[src/rtl/riscv_privileged_pkg.sv]
// rtl/riscv_privileged_pkg.sv - privileged-architecture types shared by the CSR access path
//
// Purpose: CSR command encoding, Zicsr funct3 encoding, the CSR access
// sequencer state type and the illegal-instruction cause value.
package riscv_privileged_pkg;

  localparam int MXLEN = 32;

  typedef logic [11:0] csr_address_t;

  typedef enum logic [1:0] {
    NO_OPERATION = 2'b00,
    READ_ONLY    = 2'b01,
    WRITE_ONLY   = 2'b10,
    READ_WRITE   = 2'b11
  } csr_command_t;

  typedef enum logic [2:0] {
    CSRRW  = 3'b001,
    CSRRS  = 3'b010,
    CSRRC  = 3'b011,
    CSRRWI = 3'b101,
    CSRRSI = 3'b110,
    CSRRCI = 3'b111
  } csr_funct3_t;

  typedef enum logic [2:0] {
    IDLE      = 3'd0,
    READ      = 3'd1,
    READ_WAIT = 3'd2,
    WRITE     = 3'd3,
    RESP      = 3'd4
  } csr_seq_state_t;

  localparam logic [MXLEN-1:0] CAUSE_ILLEGAL_INSTRUCTION = MXLEN'(2);

  // Addresses with [11:10] == 2'b11 are architecturally read-only.
  function automatic logic is_read_only_address(input csr_address_t address);
    return address[11:10] == 2'b11;
  endfunction

endpackage

[src/rtl/csr_rmw_alu.sv]
// rtl/csr_rmw_alu.sv - new CSR value for the write phase of a Zicsr instruction
//
// Purpose: combinational read-modify-write value computation.
// Ports:
//   funct3_i     Zicsr funct3 (bit 2 selects the immediate operand)
//   old_value_i  value read from the CSR
//   rs1_data_i   register operand
//   uimm_i       5-bit zero-extended immediate operand
//   new_value_o  value to write back
module csr_rmw_alu
  import riscv_privileged_pkg::*;
(
  input  logic [2:0]       funct3_i,
  input  logic [MXLEN-1:0] old_value_i,
  input  logic [MXLEN-1:0] rs1_data_i,
  input  logic [4:0]       uimm_i,
  output logic [MXLEN-1:0] new_value_o
);

  logic [MXLEN-1:0] operand;

  always_comb begin
    operand = funct3_i[2] ? {{(MXLEN-5){1'b0}}, uimm_i} : rs1_data_i;
    case (funct3_i)
      CSRRS, CSRRSI: new_value_o = old_value_i | operand;
      CSRRC, CSRRCI: new_value_o = old_value_i & ~operand;
      default:       new_value_o = operand;
    endcase
  end

endmodule

[src/rtl/csr_access_sequencer.sv]
// rtl/csr_access_sequencer.sv - sequences one Zicsr instruction into CSR read and write phases
//
// Purpose: accepts a decoded CSRRW/S/C(I) from execute, reads the CSR,
// writes the updated value, and returns the old value or an
// illegal-instruction exception to writeback.
// Ports:
//   clock_i, reset_ni                 clock, asynchronous active-low reset
//   flush_i                           kills a request still in its read phase
//   req_*                             request from execute (valid/ready)
//   csr_address_o/command_o/write_data_o  CSR file command port
//   csr_read_data_i/read_data_valid_i     CSR file response (data one cycle late)
//   rsp_*                             response to writeback (valid/ready)
module csr_access_sequencer
  import riscv_privileged_pkg::*;
#(
  parameter bit               READ_ONLY_CHECK_EN  = 1'b1,
  parameter logic [MXLEN-1:0] ILLEGAL_INSTR_CAUSE = CAUSE_ILLEGAL_INSTRUCTION
) (
  input  logic               clock_i,
  input  logic               reset_ni,
  input  logic               flush_i,
  input  logic               req_valid_i,
  output logic               req_ready_o,
  input  logic [2:0]         req_funct3_i,
  input  logic [11:0]        req_address_i,
  input  logic [MXLEN-1:0]   req_rs1_data_i,
  input  logic [4:0]         req_uimm_i,
  input  logic               req_rd_zero_i,
  input  logic               req_rs1_zero_i,
  output logic [11:0]        csr_address_o,
  output csr_command_t       csr_command_o,
  output logic [MXLEN-1:0]   csr_write_data_o,
  input  logic [MXLEN-1:0]   csr_read_data_i,
  input  logic               csr_read_data_valid_i,
  output logic               rsp_valid_o,
  input  logic               rsp_ready_i,
  output logic [MXLEN-1:0]   rsp_rd_data_o,
  output logic               rsp_exception_o,
  output logic [MXLEN-1:0]   rsp_exception_cause_o
);

  csr_seq_state_t   state_q, state_d;
  logic [2:0]       funct3_q, funct3_d;
  logic [11:0]      address_q, address_d;
  logic [MXLEN-1:0] rs1_data_q, rs1_data_d;
  logic [4:0]       uimm_q, uimm_d;
  logic             rs1_zero_q, rs1_zero_d;
  logic [MXLEN-1:0] old_value_q, old_value_d;
  logic [MXLEN-1:0] write_data_q, write_data_d;
  logic             exception_q, exception_d;

  logic [2:0]       alu_funct3;
  logic [MXLEN-1:0] alu_old_value, alu_rs1_data, alu_new_value;
  logic [4:0]       alu_uimm;
  logic             req_illegal, req_is_write, latched_is_write;
  logic             req_read_only_fail, latched_read_only_fail;

  // In IDLE the ALU sees the incoming request so the skip-read path can
  // capture its write value at accept; afterwards it sees latched fields
  // and the freshly returned read data.
  always_comb begin
    if (state_q == IDLE) begin
      alu_funct3    = req_funct3_i;
      alu_old_value = '0;
      alu_rs1_data  = req_rs1_data_i;
      alu_uimm      = req_uimm_i;
    end else begin
      alu_funct3    = funct3_q;
      alu_old_value = csr_read_data_i;
      alu_rs1_data  = rs1_data_q;
      alu_uimm      = uimm_q;
    end
  end

  csr_rmw_alu u_rmw_alu (
    .funct3_i    (alu_funct3),
    .old_value_i (alu_old_value),
    .rs1_data_i  (alu_rs1_data),
    .uimm_i      (alu_uimm),
    .new_value_o (alu_new_value)
  );

  assign req_illegal            = req_funct3_i[1:0] == 2'b00;
  assign req_is_write           = req_funct3_i[1:0] == 2'b01;
  assign latched_is_write       = funct3_q[1:0] == 2'b01;
  assign req_read_only_fail     = READ_ONLY_CHECK_EN && is_read_only_address(req_address_i);
  assign latched_read_only_fail = READ_ONLY_CHECK_EN && is_read_only_address(address_q);

  always_comb begin
    state_d       = state_q;
    funct3_d      = funct3_q;
    address_d     = address_q;
    rs1_data_d    = rs1_data_q;
    uimm_d        = uimm_q;
    rs1_zero_d    = rs1_zero_q;
    old_value_d   = old_value_q;
    write_data_d  = write_data_q;
    exception_d   = exception_q;
    req_ready_o   = 1'b0;
    csr_command_o = NO_OPERATION;

    unique case (state_q)
      IDLE: begin
        req_ready_o = 1'b1;
        if (req_valid_i && req_ready_o && !flush_i) begin
          funct3_d     = req_funct3_i;
          address_d    = req_address_i;
          rs1_data_d   = req_rs1_data_i;
          uimm_d       = req_uimm_i;
          rs1_zero_d   = req_rs1_zero_i;
          old_value_d  = '0;
          write_data_d = alu_new_value;
          exception_d  = 1'b0;
          if (req_illegal) begin
            state_d     = RESP;
            exception_d = 1'b1;
          end else if (req_is_write && req_rd_zero_i) begin
            // No read to fall back on, so the read-only check happens here.
            if (req_read_only_fail) begin
              state_d     = RESP;
              exception_d = 1'b1;
            end else begin
              state_d = WRITE;
            end
          end else begin
            state_d = READ;
          end
        end
      end

      READ: begin
        csr_command_o = READ_ONLY;
        if (flush_i) begin
          state_d = IDLE;
        end else if (!csr_read_data_valid_i) begin
          state_d     = RESP;
          exception_d = 1'b1;
        end else begin
          state_d = READ_WAIT;
        end
      end

      READ_WAIT: begin
        if (flush_i) begin
          state_d = IDLE;
        end else begin
          old_value_d  = csr_read_data_i;
          write_data_d = alu_new_value;
          if (!latched_is_write && rs1_zero_q) begin
            state_d = RESP;
          end else if (latched_read_only_fail) begin
            state_d     = RESP;
            exception_d = 1'b1;
          end else begin
            state_d = WRITE;
          end
        end
      end

      WRITE: begin
        // Committed: flush is not honoured from here on.
        csr_command_o = WRITE_ONLY;
        if (!csr_read_data_valid_i) begin
          exception_d = 1'b1;
        end
        state_d = RESP;
      end

      RESP: begin
        if (rsp_ready_i) begin
          state_d = IDLE;
        end
      end

      default: state_d = IDLE;
    endcase
  end

  always_ff @(posedge clock_i or negedge reset_ni) begin
    if (!reset_ni) begin
      state_q      <= IDLE;
      funct3_q     <= '0;
      address_q    <= '0;
      rs1_data_q   <= '0;
      uimm_q       <= '0;
      rs1_zero_q   <= 1'b0;
      old_value_q  <= '0;
      write_data_q <= '0;
      exception_q  <= 1'b0;
    end else begin
      state_q      <= state_d;
      funct3_q     <= funct3_d;
      address_q    <= address_d;
      rs1_data_q   <= rs1_data_d;
      uimm_q       <= uimm_d;
      rs1_zero_q   <= rs1_zero_d;
      old_value_q  <= old_value_d;
      write_data_q <= write_data_d;
      exception_q  <= exception_d;
    end
  end

  assign csr_address_o         = address_q;
  assign csr_write_data_o      = (state_q == WRITE) ? write_data_q : '0;
  assign rsp_valid_o           = state_q == RESP;
  assign rsp_rd_data_o         = (state_q == RESP && !exception_q) ? old_value_q : '0;
  assign rsp_exception_o       = state_q == RESP && exception_q;
  assign rsp_exception_cause_o = rsp_exception_o ? ILLEGAL_INSTR_CAUSE : '0;

endmodule

[config.mk]
export PLATFORM = sky130hd
export DESIGN_NAME = csr_access_sequencer
export DESIGN_NICKNAME = d
export VERILOG_FILES = /design/src/rtl/riscv_privileged_pkg.sv /design/src/rtl/csr_rmw_alu.sv /design/src/rtl/csr_access_sequencer.sv
export SDC_FILE = /design/constraint.sdc
export NUM_CORES = 1
export LEC_CHECK = 0
export BUFFER_PORTS_ARGS = -buffer_cell sky130_fd_sc_hd__buf_2
export CAP_MARGIN = 40
export CORE_MARGIN = 2
export CORE_UTILIZATION = 53
export CTS_BUF_LIST = sky130_fd_sc_hd__clkbuf_8
export DETAILED_ROUTE_END_ITERATION = 6
export GPL_TIMING_DRIVEN = 1
export PLACE_DENSITY = 0.84
export SLEW_MARGIN = 20
export SYNTH_ARGS = -nofsm -noshare
export SYNTH_HDL_FRONTEND = slang
export SYNTH_SLANG_ARGS = --single-unit
[constraint.sdc]
create_clock -name clock_i -period 2.8 [get_ports clock_i]
set_clock_uncertainty 0.2 [all_clocks]
set_input_delay 0.28 -clock clock_i [delete_from_list [all_inputs] [get_ports clock_i]]
set_output_delay 0.28 -clock clock_i [all_outputs]
set_load 0.01 [all_outputs]
* Word-level counts from Yosys, hierarchy flattened
Index checks and enable logic that the tools add are counted.
** Operators by class
- Multiplexer cells :: 38
- Reductions and logical operators :: 18
- Bitwise logic cells :: 3
- Eq/ne operators :: 18
** Operators with widths (number)
- two-way mux 32 bit :: 9
- case mux 32 bit (2 select lines) :: 3
- two-way mux 3 bit :: 11
- AND 32 bit :: 1
- NOT 32 bit :: 1
- bitwise OR 32 bit :: 1
- case mux 3 bit (5 select lines) :: 1
- equality test 3 x 2 -> 1 bit (second input constant) :: 4
- two-way mux 1 bit :: 10
- equality test 3 bit (second input constant) :: 3
- != test 2 bit (second input constant) :: 4
- AND reduction 6 bit :: 1
- logical AND 1 bit :: 5
- two-way mux 5 bit :: 1
- equality test 2 x 1 -> 1 bit (second input constant) :: 2
- equality test 2 bit (second input constant) :: 2
- != test 2 x 1 -> 1 bit (second input constant) :: 2
- case mux 1 bit (4 select lines) :: 1
- case mux 2 bit (2 select lines) :: 1
- AND reduction 2 bit :: 2
- nonzero test 4 bit :: 1
- OR reduction 2 bit :: 2
- equality test 3 x 1 -> 1 bit (second input constant) :: 1
- zero test 1 bit :: 3
- other kinds (5) :: 5
** Word-level totals
- Flip-flop bits (word level) :: 121
- Output and inout port bits :: 113
- Input port bits :: 92

* Logic depth before layout (Yosys ltp)
- Word-level depth :: 8
- Depth in mapped cells :: 8

* By module
From an unflattened synthesis, not the netlist that was laid out.
** Second synthesis, totals
- Cells, all modules :: 655
- Area total of the unflattened synthesis :: 6897.9 um2
** Modules (own cells, without submodules)
- csr_access_sequencer :: cells each 547, instances 1, area an instance 6147.1 um2
- csr_rmw_alu :: cells each 108, instances 1, area an instance 750.7 um2

* Worst setup path after synthesis
No wires, ideal clock.
- Kind :: register to register
- Start :: register state_q[1]
- End :: register address_q[0] (netlist: csr_address_o[0])
- Arrival time :: 1.706 ns
- Path slack :: 0.769 ns
- Path buffers :: 3
- Library setup time :: 0.125 ns
- Stages on the path, launching flop included :: 7
- Cells stage by stage :: dfrtp_1 -> buf_6 -> or3_1 -> buf_6 -> nor2_4 -> buf_4 -> mux2_2
** On the way
- Cells in the longest elaborated chain, start to end :: 2
** Ends and longest elaborated chain
- start: declaration :: RTL line csr_access_sequencer.sv:42 : csr_seq_state_t state_q, state_d;
- start signal: assignment :: RTL line csr_access_sequencer.sv:191 : state_q <= state_d;
- zero test 3 bit :: RTL line csr_access_sequencer.sv:102 : unique case (state_q)
- AND reduction 2 bit (no line)
- end signal: assignment :: RTL line csr_access_sequencer.sv:193 : address_q <= address_d;
- end: declaration :: RTL line csr_access_sequencer.sv:44 : logic [11:0] address_q, address_d;
Every way passes these cells.
A chain may end at the register's enable or synchronous reset.

* Final worst setup path
- Start :: register state_q[0]
- End :: register write_data_q[12]
** On the way
- Cells in the longest elaborated chain, start to end :: 8
- Elaborated cells between the ends (all ways) :: 23
- Those cells by class :: 7 x eq/ne; 8 x mux; 3 x bitwise; 5 x reduce/logical
** Ends and longest elaborated chain
- zero test 3 bit :: RTL line csr_access_sequencer.sv:62, csr_access_sequencer.sv:102
- two-way mux 32 bit or two-way mux 3 bit (tied branches) :: RTL line csr_access_sequencer.sv:62 : if (state_q == IDLE) begin
- two-way mux 32 bit :: RTL line csr_rmw_alu.sv:23 : operand = funct3_i[2] ? {{(MXLEN-5){1'b0}}, uimm_i} : rs1_data_i;
- NOT 32 bit :: RTL line csr_rmw_alu.sv:26 : CSRRC, CSRRCI: new_value_o = old_value_i & ~operand;
- AND 32 bit :: RTL line csr_rmw_alu.sv:26
- case mux 32 bit (2 select lines) :: RTL line csr_rmw_alu.sv:24 : case (funct3_i)
- two-way mux 32 bit (on tied branches) :: RTL line csr_access_sequencer.sv:144, csr_access_sequencer.sv:105
- case mux 32 bit (2 select lines) :: RTL line csr_access_sequencer.sv:102
- end signal: assignment :: RTL line csr_access_sequencer.sv:198 : write_data_q <= write_data_d;
- end: declaration :: RTL line csr_access_sequencer.sv:49 : logic [MXLEN-1:0] write_data_q, write_data_d;
Several ways; a longest one is shown, not always the timed one. The select of a mux whose other input is x is not followed.

==> summary.txt <==
Status
  • Result of the run: finished, final reports clean

CTS
  • Setup repair bufs after CTS: 0
  • PostCTS Resize Cnt: 0
  • Clock tree sinks: about 120
  • Buffer levels on the longest clock path: 2
  • Number of clock buffers inserted by TritonCTS: 17
  • H-tree depth: 4
  • Clock tree from TritonCTS: built
  • Clock Root Buffer: sky130_fd_sc_hd__clkbuf_8
  • Worst-skew pair later-pin latency: around 0.43 ns
  • CTS hold repair buffers: 87
  • Clock-pin slew on the worst setup and hold paths: 0.07 ns

Worst setup path
  • Worst reg2reg setup slack: 0.28 ns
  • Worst path cell trace: or3_2, buf_4, nand2_1, nand3_2, o21ai_0
  • R2R cell count: 5
  • Category of the worst setup path capture point: flop
  • Critical path class: flop to flop
  • Required @ worst endpoint: ~2.9 ns
  • Arrival time at the worst endpoint: 2.65 ns
  • Reg-to-Reg Start: state_q[0]
  • Peak fanout along the critical path: 28
  • Kind of launch point of the worst setup path: flop
  • Slowest cell on the critical path: sky130_fd_sc_hd__or3_2
  • End of the worst register-to-register path: write_data_q[12]
  • CP peak stage delay: between 0.5 and 0.6 ns

Power and ir drop
  • Fraction of power consumed by sequential logic: roughly two fifths
  • Int Power: approximately 0.0045 W
  • P_sw: about 0.0024 W
  • Leakage dissipation: 4.30 nW
  • Clk pwr share: between 20% and 30%
  • IR drop worst, VDD: a little under 0.5 mV
  • Proportion of total power due to net switching: 34.6%
  • Final total power: about 0.007 W
  • Relative contribution of combinational cells to total power: between 30% and 40%
  • Power density over the cells: around 800 mW/mm^2

GRT
  • Met2 Use GR: between 40% and 50%
  • Global route hottest layer: met2
  • GR met1 Demand/Resource: between 30% and 40%
  • Pin count of the biggest net entering global routing: 64
  • GR Overflow Total: 0
  • Global routing met3 resource utilization: about 5.0%
  • Antenna violations before repair: 0
  • Total routing usage reported by global routing: approximately 28%
  • Global-route wire length before repair: ~28 mm
  • Vias in the first global route: 5,782

STA
  • Relative slew margins: ~54%
  • Min Tclk post-route: around 2.5 ns
  • Transition time of the tightest slew-check pin: roughly 0.69 ns
  • Setup repair after global routing missed its margin: false
  • Post-route fraction of the period consumed by the critical path: 90.1%
  • Hold Fails Final Rpt: 0
  • Final hold slack: about 0.03 ns
  • Summed negative setup slack over all endpoints: 0 ns
  • Final number of max-transition violations: 0
  • Final count of negative-setup-slack endpoints: 0
  • Maximum frequency from static timing analysis: slightly below 0.4 GHz

Place
  • Count of input and output buffers: approximately 170
  • Placed Instance Area: a little over 0.007 sq mm
  • GPL Wtd Cong: ~0.93
  • Number of cells after detailed placement: between 900 and 1,000
  • Placed wire-length estimate after detailed placement: 11.3 mm

Floorplanning
  • Die Span Y: roughly 110 um
  • I/O pin cnt: 205
  • Effective utilization at floorplan: 53.8%
  • Number of standard-cell rows in the floorplan: 40
  • Overall die area: 0.0129 sq mm
  • Horiz. Die Dim: ~110 um
  • Floorplan core area: 0.0119 sq mm

Synth
  • Post-synth top area share: a little under half
  • Top cells by area, synth: sky130_fd_sc_hd__dfrtp_1, sky130_fd_sc_hd__mux2_2, sky130_fd_sc_hd__and2_1
  • Synthesized cell area: around 0.0064 sq mm
  • Flip-flop and latch count after synthesis: between 100 and 150
  • Number of enable-type register cells in the synthesized netlist: 0
  • Library cell occupying the most area in the post-synthesis netlist: sky130_fd_sc_hd__dfrtp_1
  • Count of different cell masters after synthesis: 40
  • Average footprint of a synthesized cell: roughly 10 sq um
  • Leading register cell type out of synthesis: sky130_fd_sc_hd__dfrtp_1
  • Warning count from the yosys run: 0
  • Number of standard cells after synthesis: about 620
  • Share of synthesized registers carrying an async set or reset: 100%
  • Share of synthesized area occupied by flip-flops and latches: 47.4%

Hold path
  • Hold depth: 4
  • Worst min-delay path endpoint: state_q[1]
  • Startpoint of the tightest hold check path: req_rd_zero_i
  • Worst hold path class: input pin to flop

Drt
  • Total number of vias: 5,549
  • Drt initial violations: slightly below 400
  • Vias per Instance: 5.36
  • WL final: roughly 17 mm
  • Average wire length per cell after detail routing: between 15 and 20 um
  • Detailed-router iteration count before antenna repair: 5
  • DRC violations left: 0
  • Residual antenna-violating net count after detailed routing: 0

Layout
  • Cell area after layout: between 0.008 and 0.009 sq mm
  • Diodes inserted: 0
  • Non-filler instance count after layout: around 1,000
  • Area delta synth->final: 34.2%
  • Total number of nets in the final design: approximately 970
  • Layout cells sized above 1: between 30% and 40%

Job
  • Maxcap violations: 0
-- Yosys cell counts (2+ instances only) --
library cell,n
sky130_fd_sc_hd__nand2_1,74
sky130_fd_sc_hd__nor2b_1,47
sky130_fd_sc_hd__buf_6,3
sky130_fd_sc_hd__nor2_1,13
sky130_fd_sc_hd__buf_1,4
sky130_fd_sc_hd__clkbuf_1,22
sky130_fd_sc_hd__o21ai_0,29
sky130_fd_sc_hd__and3_1,2
sky130_fd_sc_hd__a32oi_1,29
sky130_fd_sc_hd__dfrtp_1,121
sky130_fd_sc_hd__or3_1,2
sky130_fd_sc_hd__nand2b_1,7
sky130_fd_sc_hd__o21ai_1,3
sky130_fd_sc_hd__and2_1,65
sky130_fd_sc_hd__inv_1,5
sky130_fd_sc_hd__mux2i_1,37
sky130_fd_sc_hd__a221oi_1,4
sky130_fd_sc_hd__buf_2,4
sky130_fd_sc_hd__nand3_1,36
sky130_fd_sc_hd__buf_4,38
sky130_fd_sc_hd__mux2_1,3
sky130_fd_sc_hd__a21oi_1,2
sky130_fd_sc_hd__clkbuf_2,2
sky130_fd_sc_hd__mux2_2,54
-- power groups by stage --
stage / clock network [W] / registers, W / logic (W)
2_1_floorplan: 0 / 0.00270 / 0.00181
3_3_place_gp: 0 / 0.00275 / 0.00226
3_5_place_dp: 0 / 0.00280 / 0.00237
4_1_cts: 0.00156 / 0.00277 / 0.00247
5_1_grt: 0.00164 / 0.00286 / 0.00274
6_report: 0.00153 / 0.00280 / 0.00250
-- per-layer routing --
metal | wire (um) | up-vias
met2 | 9050 | 271
met3 | 919 | 48
met4 | 552 | 0
li1 | - | 2587
met1 | 6960 | 2643
met5 | 0 | -
-- per-stage QoR --
step                      util, %  setup WS, ns
after floorplan                 -         0.769
after global placement       61.1         0.444
after detailed placement     61.3         0.326
after CTS                    71.9         0.307
after global routing         72.3        0.0924
final                        72.3         0.279
-- worst max path at each step --
stage                                   to  slack (ns)  depth (start not counted)       start
after floorplan           csr_address_o[0]        0.77                          6  state_q[1]
after global placement    write_data_q[13]        0.44                          5  state_q[0]
after detailed placement  write_data_q[12]        0.33                          5  state_q[0]
after CTS                      req_ready_o        0.31                          4  state_q[0]
after global routing      write_data_q[19]        0.09                          4  state_q[2]
final                     write_data_q[12]        0.28                          5  state_q[0]
-- final cells by class --
class,count,area [sq um]
timing repair buffer,278,1930
clock buffer,21,289
tap,147,184
sequential,121,3030
multi-input combinational,453,3020
inverter,5,18.8
clock inverter,11,105
fill,846,3290
-- sequential cells by signal, summed over array words and instances (netlist names) --
signal / flops
exception_q: 1
rs1_data_q: 32
funct3_q: 3
write_data_q: 32
old_value_q: 32
csr_address_o: 12
uimm_q: 5
state_q: 3
rs1_zero_q: 1
-- worst max-delay path, delay by kind of cell (launching register included) --
kind | cells | cell delay, ns
and+or+nand+nor | 3 | 1.11
DFF | 1 | 0.46
AOI/OAI and AO/OA | 1 | 0.37
buffers and inverters | 1 | 0.26
-- logic make-up after synthesis --
group           Yosys count  synth area share [%]
compound gates           77                  8.50
buf+inv                  78                  7.29
flops                   121                  47.4
mux                      95                  16.1
other cells               1                0.0587
simple gates            250                  20.6
-- placed cells by master, fill, tap and decap left out, types with 3 or more instances in the layout --
cell type,count
sky130_fd_sc_hd__conb_1,31
sky130_fd_sc_hd__nand2b_1,7
sky130_fd_sc_hd__mux2i_1,37
sky130_fd_sc_hd__inv_1,9
sky130_fd_sc_hd__nor2b_1,47
sky130_fd_sc_hd__nand3_1,36
sky130_fd_sc_hd__nand2_1,74
sky130_fd_sc_hd__and2_1,65
sky130_fd_sc_hd__mux2_1,3
sky130_fd_sc_hd__a221oi_1,4
sky130_fd_sc_hd__o21ai_0,29
sky130_fd_sc_hd__clkbuf_8,21
sky130_fd_sc_hd__buf_2,172
sky130_fd_sc_hd__mux2_2,54
sky130_fd_sc_hd__o21ai_1,3
sky130_fd_sc_hd__dlygate4sd3_1,88
sky130_fd_sc_hd__buf_4,14
sky130_fd_sc_hd__dfrtp_1,121
sky130_fd_sc_hd__clkinv_2,3
sky130_fd_sc_hd__nor2_1,11
sky130_fd_sc_hd__a32oi_1,29
Power figures use the tool's default switching activity.
